File: src/rtl/tt_um_killer.sv
// Whack-the-LED reaction game: an LFSR lights one of 8 LEDs, the player must hit the matching button before timeout.
// Define KILLER_STREAK_EN to award a +2 bonus on every fourth consecutive hit.
//
// state    | meaning
// S_IDLE   | waiting for first start press, display dark
// S_PLAY   | target shown on uo_out, timer running
// S_OVER   | lives exhausted, uo_out shows {1, score}
module tt_um_killer #(
   parameter int          TIMEOUT_CYCLES = 1000,
   parameter int          LIVES          = 3,
   parameter logic [15:0] LFSR_SEED      = 16'hACE1
) (
   input  logic       clk,
   input  logic       rst_n,
   input  logic       ena,
   input  logic [7:0] ui_in,
   output logic [7:0] uo_out,
   input  logic [7:0] uio_in,
   output logic [7:0] uio_out,
   output logic [7:0] uio_oe
);

   localparam int             TW         = (TIMEOUT_CYCLES > 2) ? $clog2(TIMEOUT_CYCLES) : 1;
   localparam logic [TW-1:0]  TIMER_LAST = TW'(TIMEOUT_CYCLES - 1);
   localparam logic [2:0]     LIVES_INIT = 3'(LIVES);
   localparam logic [15:0]    LFSR_TAPS  = 16'hB400;

   typedef enum logic [1:0] {S_IDLE, S_PLAY, S_OVER} state_t;

   state_t          state, state_nxt;
   logic [6:0]      score, score_nxt;
   logic [2:0]      lives, lives_nxt;
   logic [15:0]     lfsr, lfsr_nxt;
   logic [7:0]      target, target_nxt;
   logic [TW-1:0]   timer, timer_nxt;
   logic [7:0]      btn_prev;
   logic            start_prev;
   logic [7:0]      press;
   logic            start_edge;
   logic            hit, miss, issue;
`ifdef KILLER_STREAK_EN
   logic [1:0]      streak, streak_nxt;
`endif

   logic unused_uio;
   assign unused_uio = &{1'b0, uio_in[7:1]};

   assign press      = ui_in & ~btn_prev;
   assign start_edge = uio_in[0] & ~start_prev;

   always_ff @(posedge clk or posedge rst_n) begin
      if (rst_n) begin
         state      <= S_IDLE;
         score      <= 7'd0;
         lives      <= LIVES_INIT;
         lfsr       <= LFSR_SEED;
         target     <= 8'd0;
         timer      <= '0;
         btn_prev   <= 8'd0;
         start_prev <= 1'b0;
`ifdef KILLER_STREAK_EN
         streak     <= 2'd0;
`endif
      end else if (ena) begin
         state      <= state_nxt;
         score      <= score_nxt;
         lives      <= lives_nxt;
         lfsr       <= lfsr_nxt;
         target     <= target_nxt;
         timer      <= timer_nxt;
         btn_prev   <= ui_in;
         start_prev <= uio_in[0];
`ifdef KILLER_STREAK_EN
         streak     <= streak_nxt;
`endif
      end
   end

   always_comb begin
      state_nxt  = state;
      score_nxt  = score;
      lives_nxt  = lives;
      lfsr_nxt   = lfsr;
      target_nxt = target;
      timer_nxt  = timer;
      hit        = 1'b0;
      miss       = 1'b0;
      issue      = 1'b0;
`ifdef KILLER_STREAK_EN
      streak_nxt = streak;
`endif
      case (state)
         S_IDLE, S_OVER: begin
            if (start_edge) begin
               score_nxt = 7'd0;
               lives_nxt = LIVES_INIT;
               timer_nxt = '0;
               issue     = 1'b1;
               state_nxt = S_PLAY;
`ifdef KILLER_STREAK_EN
               streak_nxt = 2'd0;
`endif
            end
         end
         S_PLAY: begin
            timer_nxt = timer + 1'b1;
            if (press != 8'd0) begin
               if (press == target) hit = 1'b1;
               else                 miss = 1'b1;
            end else if (timer == TIMER_LAST) begin
               miss = 1'b1;
            end
            if (hit) begin
`ifdef KILLER_STREAK_EN
               if (streak == 2'd3) begin
                  score_nxt  = (score >= 7'd126) ? 7'd127 : score + 7'd2;
                  streak_nxt = 2'd0;
               end else begin
                  score_nxt  = (score == 7'd127) ? score : score + 7'd1;
                  streak_nxt = streak + 2'd1;
               end
`else
               score_nxt = (score == 7'd127) ? score : score + 7'd1;
`endif
            end
            if (hit || miss) begin
               timer_nxt = '0;
               issue     = 1'b1;
            end
            if (miss) begin
`ifdef KILLER_STREAK_EN
               streak_nxt = 2'd0;
`endif
               // Last life: no new target, the LFSR keeps its value for the next game.
               if (lives == 3'd1) begin
                  lives_nxt = 3'd0;
                  issue     = 1'b0;
                  state_nxt = S_OVER;
               end else begin
                  lives_nxt = lives - 3'd1;
               end
            end
         end
         default: state_nxt = S_IDLE;
      endcase
      if (issue) begin
         target_nxt = 8'd1 << lfsr[2:0];
         lfsr_nxt   = {1'b0, lfsr[15:1]} ^ (lfsr[0] ? LFSR_TAPS : 16'h0000);
      end
      if (state_nxt == S_OVER && state == S_PLAY) target_nxt = 8'd0;
   end

   always_comb begin
      uo_out = 8'd0;
      case (state)
         S_PLAY:  uo_out = target;
         S_OVER:  uo_out = {1'b1, score};
         default: uo_out = 8'd0;
      endcase
   end

   assign uio_out = {score, (state == S_PLAY)};
   assign uio_oe  = 8'hFE;

endmodule

File: config.mk
export PLATFORM = sky130hd
export DESIGN_NAME = tt_um_killer
export DESIGN_NICKNAME = d
export VERILOG_FILES = /design/src/rtl/tt_um_killer.sv
export SDC_FILE = /design/constraint.sdc
export NUM_CORES = 1
export LEC_CHECK = 0
export ABC_AREA = 1
export CAP_MARGIN = 20
export CORE_UTILIZATION = 55
export DETAILED_ROUTE_END_ITERATION = 8
export PLACE_DENSITY = 0.86
export SYNTH_ARGS = -nofsm -noshare
export SYNTH_HDL_FRONTEND = slang
export SYNTH_SLANG_ARGS = --single-unit
File: constraint.sdc
create_clock -name clk -period 2.6 [get_ports clk]
set_clock_uncertainty 0.05 [all_clocks]
set_input_delay 0.39 -clock clk [delete_from_list [all_inputs] [get_ports clk]]
set_output_delay 0.39 -clock clk [all_outputs]
set_load 0.01 [all_outputs]
**After elaboration in Yosys (flattened, before gate mapping)**

Cells that the tools add are included.

- Divide/modulo/power cells: 0
- Bitwise gates (word level): 5
- Reduce and logical (&&, ||, !) cells: 12
- Muxes and demuxes: 31
- Shift operators: 1
- Magnitude comparators: 0
- Equality and inequality tests: 11
- Multipliers: 0
- Add/sub/neg operators: 3

Operators with widths:

| operator | number |
|---|---|
| 7-bit two-way mux | 3 |
| 10-bit two-way mux | 2 |
| 10-bit case mux with 2 select lines | 1 |
| 16-bit two-way mux | 1 |
| 8-bit two-way mux | 2 |
| 8-bit case mux with 2 select lines | 1 |
| 15-bit by 16-bit bitwise XOR with 16-bit output | 1 |
| 7-bit case mux with 2 select lines | 1 |
| 1-bit two-way mux | 11 |
| 10-bit by 1-bit adder with 10-bit output (second input constant) | 1 |
| 10-bit equality test (second input constant) | 1 |
| 3-bit two-way mux | 3 |
| 8-bit bitwise AND | 1 |
| 8-bit equality test | 1 |
| 8-bit NOT | 1 |
| 8-bit nonzero test | 1 |
| 1-bit by 3-bit left shift with 8-bit output (first input constant) | 1 |
| 7-bit by 1-bit adder with 7-bit output (second input constant) | 1 |
| 7-bit equality test (second input constant) | 1 |
| 2-bit two-way mux | 3 |
| 3-bit case mux with 2 select lines | 1 |
| 5-bit AND reduction | 1 |
| 2-bit equality test (second input constant) | 2 |
| 2-bit by 1-bit inequality test with 1-bit output (second input constant) | 2 |
| 16 further kinds | 19 |

- Memories: 0
- Bits in latches: 0
- Logic and storage cells: 71
- Bits in read-only memories: 0
- RAM bits: 0
- Input port bits: 19
- Register bits: 55

**Longest topological paths before layout**

- Depth in word-level cells: 13
- Gate-level depth with buffers: 15
- Depth with buffers taken out: 15

**Worst setup path before layout**

OpenSTA, ideal clock, no wires.

- Path type: reg2out
- Start point: register state[1]
- End point: output uo_out[3]
- Setup slack: 0.665 ns
- Arrival time: 1.495 ns
- Data required time: 2.160 ns
- Buffers on the path: 2
- Cell stages (with the launch flop): 7
- Cells stage by stage: dfrtp_1 -> inv_1 -> ha_1 -> buf_2 -> buf_1 -> nand2_1 -> a21oi_1

- Word-level cells in the longest chain between the ends: 2

RTL lines:

| element | line | text |
|---|---|---|
| from (decl) | 30 | `state_t state, state_nxt;` |
| from (signal assigned) | 65 | `state <= state_nxt;` |
| 2-bit by 1-bit equality test with 1-bit output | -- |  |
| named net uio_out[0] | 19 | `output logic [7:0] uio_out,` |
| 8-bit case mux with 2 select lines | 155 | `case (state)` |
| to (decl) | 17 | `output logic [7:0] uo_out,` |

The timed path passes the listed nets, and every way through them passes these cells.

**Final worst setup path**

- Start point: register state[1]
- End point: output uo_out[0]

- Word-level cells in the longest chain between the ends: 2

RTL lines:

| element | line |
|---|---|
| 2-bit equality test or 2-bit by 1-bit equality test with 1-bit output (tied branches) | 155 |
| 8-bit case mux with 2 select lines (*) | 155 |

Every way passes the cells marked *; elsewhere a longest branch is shown, timed or not.

==> metrics <==
Setup crit end kind primary output; Crit Path Max Fanout 10; Die Height 77.8 µm; DRT Pass-1 Iters 4; clock slew at reported path FFs 100 ps; power per cell area 899 nW/µm²; Yosys reg bits 55; routed vias/inst 5.23; Final setup viols 0; Final Hold Slack 366 ps; fin area 3590 µm²; antenna violations before repair 0; Cell Area, Synth 3160 µm²; initial drt markers 206; largest net degree at the start of global routing 56; Fin. Hold Viols 0; Area Overhead vs Synth 13.4%; Top delay family on crit path buffers and inverters; clock buffer depth 2; Sw Ratio 39.7%; CP peak stage delay 570 ps; H-tree depth 2; core area 5540 µm²; share of the synthesized area in the top cell type 35.6%; Synth Area per Inst 7.51 µm²; leakage power 0.00174 µW; Seq/Total Area, Yosys 43.9%; Internal 1940 µW; vias in the first global route 2355; post-route setup TNS 0 ps; post-synth top area cell dfrtp_1; kind of critical path flip-flop to primary output; Critical Path RT 2160 ps; Die Wd 77.8 µm; DP HPWL 4440 µm; final wirelength 6200 µm; Starting Density 57.1%; outcome finished clean; post-CTS setup buffers 0; filler instances 465; Layout Cells excl Fill 519; fmax 400 MHz; Seq pwr share 42.0%; buffer and inverter count on the worst path 3; CP cell instances inv_1, ha_1, buf_4, nand2_1, a21oi_1, clkdlybuf4s50_1; crit start category flip-flop; Tightest Hold Check Type primary input to asynchronous set/reset pin; yosys warns 0; WL/cell 11.9 µm; vias 2712; root buf cell clkbuf_8; max_cap viols 0; GRT Resource Usage Total 21.9%; Netlist cell types 33; Mapped Cells 421; slowest stage cell on the critical path clkdlybuf4s50_1; clock tree from TritonCTS done; Placed Cells incl. Taps 511; Tcrit/Tclk final 96.0%; Final #Nets 473; Post-DP Area 3460 µm²; Row Count 27; worst vdd ir 0.426 mV; global-route wire length before repair 10400 µm; top cells by area, synth dfrtp_1 (36%), nand2_1 (15%), dfstp_2 (8.3%); drt drc 0; share of cells above drive strength 1 11.0%; n_diodes 0; Arrival @ worst endpoint 2060 ps; Comb pwr share 39.2%; DRT antenna net count 0; PortBufs 27; RD Place Congestion 0.942; grt total ovfl 0; clock net sink count 55; unrepaired setup endpoints after global routing false; Switch Pwr 1280 µW; Worst-Skew Late Latency 320 ps; clock share of power 18.8%; I/O Pins 43; DIE AREA 6060 µm²; TritonCTS buffer count 5; fin. max-slew vios 0; min cycle time layout 2500 ps
## cell usage after synthesis
master,count
a21oi_1,20
a21oi_2,1
a21oi_4,1
a221oi_1,1
a311oi_1,1
a31oi_1,2
buf_1,1
buf_2,2
buf_4,10
buf_6,3
clkbuf_1,5
conb_1,2
dfrtp_1,45
dfstp_2,10
ha_1,8
inv_1,47
inv_2,8
nand2_1,126
nand2_4,1
nand3_1,37
nand4_1,12
nand4_2,1
nor2_1,31
nor2_2,3
nor3_1,3
nor4_1,1
nor4_2,1
o21ai_0,23
o21ai_1,2
o21ai_2,6
o31ai_1,1
xnor2_1,4
xor2_1,2
## repair_timing
| action | 4_1_cts | 5_1_grt |
|---|---|---|
| hold buffers | 0 | 0 |
| setup endpoints to repair | 0 | 5 |
| resized for setup | 0 | 2 |
## registers in the layout, summed over array words and instances, names as in the netlist
signal      flops
btn_prev        8
target          8
lfsr           16
timer          10
start_prev      1
lives           3
state           2
score           7
## power groups by stage
stage / combinational, µW / sequential (µW) / clock [µW]
after floorplan: 972 / 1310 / 0
after global placement: 1210 / 1360 / 0
after detailed placement: 1260 / 1370 / 0
after CTS: 1270 / 1350 / 622
after global routing: 1430 / 1390 / 654
final: 1260 / 1350 / 606
## metal layers
metal	GRT usage [%]	wire, µm
met1	27.9	2830
met2	36.8	2990
met3	3.65	235
met4	8.87	138
met5	0	0
## metrics by stage
stage / setup slack, ps / util, % / total power, µW
final: 103 / 64.7 / 3230
after global routing: 16.6 / 64.7 / 3470
after CTS: 84.4 / 64.7 / 3240
after detailed placement: 236 / 62.5 / 2630
after global placement: 290 / 62.5 / 2570
after floorplan: 665 / - / 2280
## placed cells by master, fill, tap and decap left out, drive strengths merged, types with 2 or more instances in the layout
cell	n
a21oi	22
a31oi	2
buf	6
clkbuf	6
clkdlybuf4s50	27
conb	8
dfrtp	45
dfstp	10
ha	8
inv	56
nand2	127
nand3	37
nand4	13
nor2	34
nor3	3
nor4	2
o21ai	31
xnor2	4
xor2	2
## final timing paths
| kind | cells after the start | endpoint | start | slack, ps |
|---|---|---|---|---|
| max | 6 | uo_out[0] | state[1] | 100 |
| min | 3 | timer[6] | rst_n | 370 |
| max reg2reg | 11 | score[3] | state[0] | 450 |
| min reg2reg | 2 | lfsr[5] | lfsr[5] | 420 |
| max in group asynchronous | 3 | lfsr[0] | rst_n | 1820 |
| min in group clk | 2 | lfsr[5] | lfsr[5] | 420 |
## worst register-to-register path, cell delays in order, from the launching register on
cell,delay [ps]
dfrtp_1,490
inv_2,80
ha_2,260
nor2_2,170
o21ai_1,120
a21oi_1,200
nand2_1,130
o21ai_1,90
buf_4,180
nand2_1,80
o21ai_0,140
a21oi_1,50
## area by class of cell
| cell class | instances | area [µm²] | area share [%] |
|---|---|---|---|
| Clock buffer | 6 | 82.6 | 2.30 |
| Clock inverter | 2 | 38.8 | 1.08 |
| Inverter | 55 | 206 | 5.76 |
| Multi-Input combinational cell | 296 | 1450 | 40.5 |
| Sequential cell | 55 | 1390 | 38.8 |
| Tap cell | 72 | 90.1 | 2.51 |
| Timing Repair Buffer | 33 | 328 | 9.14 |
## kinds of logic (layout without fill, tap and decap cells)
family / after synthesis / count (layout) / synth area share (%)
AOI/OAI and AO/OA: 58 / 58 / 10.8
xor gates and xnor gates: 6 / 6 / 1.66
adders and majority gates: 8 / 8 / 3.16
buffers and inverters: 76 / 96 / 11.0
DFF: 55 / 55 / 43.9
other: 2 / 8 / 0.237
and+or+nand+nor: 216 / 216 / 29.3
No activity file was read; power rests on OpenSTA's default activity.
